File: src/rtl/gfmac_arbiter.sv
// gfmac_arbiter: one GF(2^5) multiply-accumulate datapath shared by NREQ
// requesters. Round-robin arbitration with optional locked bursts, capped at
// HOLD_MAX consecutive locked grants while someone else is waiting.
//
// state    | meaning
// ---------+-------------------------------------------------------------
// ST_IDLE  | no owner; grant goes to first requester from ptr with wrap
// ST_OWN   | owner_q holds a locked burst; burst_cnt_q counts its beats
module gfmac_arbiter #(
  parameter int NREQ     = 4,
  parameter int HOLD_MAX = 8
) (
  input  logic              clock,
  input  logic              reset_n,
  input  logic [NREQ-1:0]   req,
  input  logic [NREQ-1:0]   lock,
  input  logic [NREQ-1:0]   acc_clr,
  input  logic [5*NREQ-1:0] op_a,
  input  logic [5*NREQ-1:0] op_b,
  output logic [NREQ-1:0]   gnt,
  output logic [4:0]        result,
  output logic              result_vld,
  output logic [2:0]        result_id
);

  typedef enum logic {ST_IDLE, ST_OWN} state_e;

  localparam logic [4:0] HOLD_CNT = 5'(HOLD_MAX);
  localparam logic [3:0] NREQ4    = 4'(NREQ);

  state_e     state_q, state_d;
  logic [2:0] owner_q, owner_d;
  logic [2:0] ptr_q, ptr_d;
  logic [4:0] burst_cnt_q, burst_cnt_d;
  logic [4:0] acc_q;
  logic [4:0] result_q;
  logic       result_vld_q;
  logic [2:0] result_id_q;

  // Requester vectors padded to the 8-entry maximum so every index is 3 bits.
  logic [7:0] req8, lock8, clr8, mask8, gnt8;
  logic [4:0] a_arr [8];
  logic [4:0] b_arr [8];

  logic       others_waiting;
  logic       rr_found;
  logic [2:0] rr_idx;
  logic [3:0] rr_pos;
  logic [3:0] ptr_next;
  logic       rr_en;
  logic       gnt_vld;
  logic [2:0] gidx;
  logic       first_beat;
  logic [4:0] prod;
  logic [4:0] acc_next;

  // GF(2^5) multiply, x^5 = x^2 + 1: shift-and-add with reduction per step.
  function automatic logic [4:0] gf_mul(input logic [4:0] a, input logic [4:0] b);
    logic [4:0] r;
    logic [4:0] aa;
    r  = '0;
    aa = a;
    for (int i = 0; i < 5; i++) begin
      if (b[i]) r = r ^ aa;
      aa = aa[4] ? ({aa[3:0], 1'b0} ^ 5'b00101) : {aa[3:0], 1'b0};
    end
    return r;
  endfunction

  assign req8  = 8'(req);
  assign lock8 = 8'(lock);
  assign clr8  = 8'(acc_clr);

  // Unpack operand buses into per-requester arrays; unused slots read zero.
  always_comb begin
    for (int i = 0; i < 8; i++) begin
      a_arr[i] = '0;
      b_arr[i] = '0;
    end
    for (int i = 0; i < NREQ; i++) begin
      a_arr[i] = op_a[5*i +: 5];
      b_arr[i] = op_b[5*i +: 5];
    end
  end

  // Candidate set for round robin: a forced rotate hides the current owner.
  always_comb begin
    others_waiting = |(req8 & ~(8'd1 << owner_q));
    mask8          = req8;
    if (state_q == ST_OWN && req8[owner_q] && burst_cnt_q == HOLD_CNT) begin
      mask8 = req8 & ~(8'd1 << owner_q);
    end
  end

  // Round-robin search starting at ptr_q, wrapping at NREQ.
  always_comb begin
    rr_found = 1'b0;
    rr_idx   = '0;
    rr_pos   = '0;
    for (int off = 0; off < NREQ; off++) begin
      rr_pos = {1'b0, ptr_q} + 4'(off);
      if (rr_pos >= NREQ4) rr_pos = rr_pos - NREQ4;
      if (!rr_found && mask8[rr_pos[2:0]]) begin
        rr_found = 1'b1;
        rr_idx   = rr_pos[2:0];
      end
    end
    ptr_next = {1'b0, rr_idx} + 4'd1;
    if (ptr_next == NREQ4) ptr_next = '0;
  end

  // Next-state and grant selection.
  always_comb begin
    state_d     = state_q;
    owner_d     = owner_q;
    burst_cnt_d = burst_cnt_q;
    ptr_d       = ptr_q;
    gnt_vld     = 1'b0;
    gidx        = '0;
    first_beat  = 1'b1;
    rr_en       = 1'b1;

    // Owner continues unless it dropped req or must yield after HOLD_MAX beats.
    if (state_q == ST_OWN && req8[owner_q] &&
        !(burst_cnt_q == HOLD_CNT && others_waiting)) begin
      rr_en      = 1'b0;
      gnt_vld    = 1'b1;
      gidx       = owner_q;
      first_beat = 1'b0;
      if (burst_cnt_q != HOLD_CNT) burst_cnt_d = burst_cnt_q + 5'd1;
      if (!lock8[owner_q]) begin
        state_d     = ST_IDLE;
        burst_cnt_d = '0;
      end
    end

    if (rr_en) begin
      state_d     = ST_IDLE;
      burst_cnt_d = '0;
      if (rr_found) begin
        gnt_vld = 1'b1;
        gidx    = rr_idx;
        ptr_d   = ptr_next[2:0];
        if (lock8[rr_idx]) begin
          state_d     = ST_OWN;
          owner_d     = rr_idx;
          burst_cnt_d = 5'd1;
        end
      end
    end
  end

  // Datapath: any new ownership starts a fresh sum, as does an explicit clear.
  always_comb begin
    prod     = gf_mul(a_arr[gidx], b_arr[gidx]);
    acc_next = (clr8[gidx] || first_beat) ? prod : (acc_q ^ prod);
    gnt8     = (gnt_vld && reset_n) ? (8'd1 << gidx) : 8'd0;
  end

  assign gnt        = gnt8[NREQ-1:0];
  assign result     = result_q;
  assign result_vld = result_vld_q;
  assign result_id  = result_id_q;

  // Arbiter state and result registers; reset drops any burst in flight.
  always_ff @(posedge clock) begin
    if (!reset_n) begin
      state_q      <= ST_IDLE;
      owner_q      <= '0;
      ptr_q        <= '0;
      burst_cnt_q  <= '0;
      acc_q        <= '0;
      result_q     <= '0;
      result_vld_q <= 1'b0;
      result_id_q  <= '0;
    end else begin
      state_q     <= state_d;
      owner_q     <= owner_d;
      ptr_q       <= ptr_d;
      burst_cnt_q <= burst_cnt_d;
      if (gnt_vld) begin
        acc_q        <= acc_next;
        result_q     <= acc_next;
        result_id_q  <= gidx;
        result_vld_q <= 1'b1;
      end else begin
        result_vld_q <= 1'b0;
      end
    end
  end

endmodule

File: config.mk
export PLATFORM = sky130hd
export DESIGN_NAME = gfmac_arbiter
export DESIGN_NICKNAME = d
export VERILOG_FILES = /design/src/rtl/gfmac_arbiter.sv
export SDC_FILE = /design/constraint.sdc
export NUM_CORES = 1
export LEC_CHECK = 0
export CAP_MARGIN = 20
export CORE_UTILIZATION = 30
export DETAILED_ROUTE_END_ITERATION = 7
export DONT_BUFFER_PORTS = 1
export HOLD_SLACK_MARGIN = 0.1
export PLACE_DENSITY = 0.49
export SLEW_MARGIN = 10
export SYNTH_ARGS = -nofsm -noshare
export SYNTH_HDL_FRONTEND = slang
export SYNTH_SLANG_ARGS = --single-unit
export TNS_END_PERCENT = 100
File: constraint.sdc
create_clock -name clock -period 5.6 [get_ports clock]
set_clock_uncertainty 0.1 [all_clocks]
set_input_delay 0.84 -clock clock [delete_from_list [all_inputs] [get_ports clock]]
set_output_delay 0.84 -clock clock [all_outputs]
set_load 0.01 [all_outputs]
==> out/qor.yml, run 1 <==
synth_common_cells: "95 x nand2_1, 74 x a21oi_1, 35 x nor2_1, 21 x dfxtp_1, 20 x a41o_1"
fin_crit_sh_pct: 88.64
post-dp-hpwl_um: 7458
synth_area_sq_mm: 0.003390
rsz0062_at_grt: "no"
cts.path.max_buffers: 2
vias: 3556
final_net_count: 526
synth_top_area_share_pct: 12.40
max_stage_delay_ns: 0.59
tns_ns: 0
hp-class: "flip-flop to flip-flop"
worstMarginPinSlew_ns: 0.7855
synth-async-reset-ratio_pct: 0
avgSynthCellArea_sq_um: 6.946
antenna_cells: 0
finalWirelength_um: 10100
crit_family: "compound AO/OA/AOI/OAI gates"
end_kind: "flip-flop"
h-tree-depth: 1
grt.overflow.total: 0
syn-num-nets: 547
rows: 38
ys.flop_type: "dfxtp_1"
post-route-min-period_ns: 4.964
cts_tree: "yes"
fmax_mhz: 201.5
wl_per_cell_um: 16.66
path_clk_slew_ns: 0.06
stdcell_area_sq_mm: 0.003551
io-pin-count: 67
cts-root-buf: "clkbuf_16"
finalHoldViolCount: 0
crit_type: "flip-flop to flip-flop"
setup_viol: 0
grt_max_degree: 65
maxCapViolations: 0
cts_resized: 0
crit_required_ns: 5.69
drtIter0Drc: 227
start_kind: "flip-flop"
cp_cell_sequence: "inv_1, ha_1, inv_1, o211ai_1, a32o_1, or2_2, a31oi_1, o22a_1, mux2_4, xnor2_4, mux2i_1, a22oi_2, xnor3_1, mux2_4, a21oi_2"
gr-usage-all-layers_pct: 16.51
drt_first_pass_iters: 4
port_buffers: 0
grt_pass1_vias: 3044
syn2layout_area_growth_pct: 4.762
insertion_delay_ns: 0.26
antenna_found_initial: 0
synth_area_leader_cell: "dfxtp_1"
cp.arrival_ns: 5.05
start_util_pct: 31.00
worstPathMaxFanout: 15
ctsHoldBuffers: 0
postCtsSetupRepairBufs: 0
place_congestion: 0.8685
status: "finished clean"
ys_seq_area_share_pct: 12.40
reg2reg_slack_ns: 0.64
yosysMostFrequentCell: "nand2_1"
coreArea_sq_mm: 0.01094
ys_warn_count: 0
slew_viol_final: 0
worst-path-buf-inv: 2
ant_nets: 0
drc: 0
synth_area_leaders: "dfxtp_1 12%, a21oi_1 11%, nand2_1 11%"
cts_inserted_buffers: 3
cp_slowest_cell: "o22a_1"
die_y_um: 108.3
via_per_inst: 5.868
ys_ff_latch: 21
synthDistinctLibCells: 70
fp.dieArea_sq_mm: 0.01173
die_w_um: 108.3
post_dp_cell_area_sq_mm: 0.003468
grt_pass1_wl_um: 15820
synth_edf_count: 0
numClockSinks: 21
synth_cells: 488
slew_headroom_pct: 47.61
drive_gt1_share_pct: 9.227
## tightest hold or removal path, delay by kind of cell (launching register included)
kind | cells | cell delay, ns
AO/OA/AOI/OAI | 1 | 0.05
AND/OR/NAND/NOR | 1 | 0.06
flip-flops | 1 | 0.34
## kinds of logic after synthesis
kind of cell | synth area share [%]
flip-flops | 12.40
buffers and inverters | 7.641
multiplexers | 11.11
adder cells (fa/ha/maj) | 1.846
AND/OR/NAND/NOR | 25.84
AO/OA/AOI/OAI | 35.40
XOR/XNOR | 5.759
## final cells by class
type / count / area, sq um
Clock buffer: 3 / 75.07
Multi-Input combinational cell: 416 / 2721
Inverter: 13 / 48.80
Tap cell: 140 / 175.2
Fill cell: 1216 / 7385
Clock inverter: 1 / 7.507
Sequential cell: 21 / 420.4
Timing Repair Buffer: 12 / 102.6
## metrics by stage
stage          instances  hold slack, ns  setup WS, ns  util (%)
2_1_floorplan        488          0.3483         1.461         -
3_5_place_dp         602          0.3913        0.6330     31.72
4_1_cts              606          0.4000        0.6197     32.47
3_3_place_gp         602          0.3832        0.7769     31.72
6_report             606          0.3974        0.6364     32.47
5_1_grt              606          0.4342        0.2347     32.47
## routing by layer
layer / wire [um] / up-vias / share of wire (%) / GRT usage, %
met3: 540 / 8 / 5.3 / 2.592
met5: 0 / - / 0 / 0
met4: 53 / 0 / 0.52 / 2.124
met2: 4707 / 101 / 47 / 27.43
li1: - / 1766 / - / -
met1: 4796 / 1681 / 47 / 22.91
## registers in the layout, summed over array words and instances, names as in the netlist
signal,flops
result_vld,1
result_id,3
result,5
burst_cnt_q,5
state_q,1
owner_q,3
ptr_q,3
## layout by cell type (no fill, tap or decap), types with 4 or more instances in the layout
master	count
a211oi_1	18
a21oi_1	74
a311oi_1	4
a31oi_1	7
a41o_1	20
and2_1	7
and3_1	6
buf_4	11
dfxtp_1	21
ha_1	5
inv_1	13
mux2_2	8
mux2_4	4
mux2i_1	19
nand2_1	95
nand2b_1	5
nand3_1	7
nor2_1	35
nor2b_1	4
nor3_1	9
o211ai_1	6
o21a_1	4
o21ai_0	8
xnor2_1	9
xor2_1	5
## path summary, 6_finish.rpt
path / start / end / cells past startpoint
max: ptr_q[0] / result[2] / 15
min: burst_cnt_q[1] / burst_cnt_q[1] / 2
max reg2reg: ptr_q[0] / result[2] / 15
min reg2reg: burst_cnt_q[1] / burst_cnt_q[1] / 2
Power of run 1 is not shown: default switching activity piles up to over one toggle a cycle in this logic, so the estimate is an artifact.
==> inputs of run 2 (changes only) <==
ABC_CLOCK_PERIOD_IN_PS = 5600   (was not set)
==> results of run 2 <==
Final layout, timing and power as in run 1 (identical DEF).
Power of run 2 is left out for the same reason.
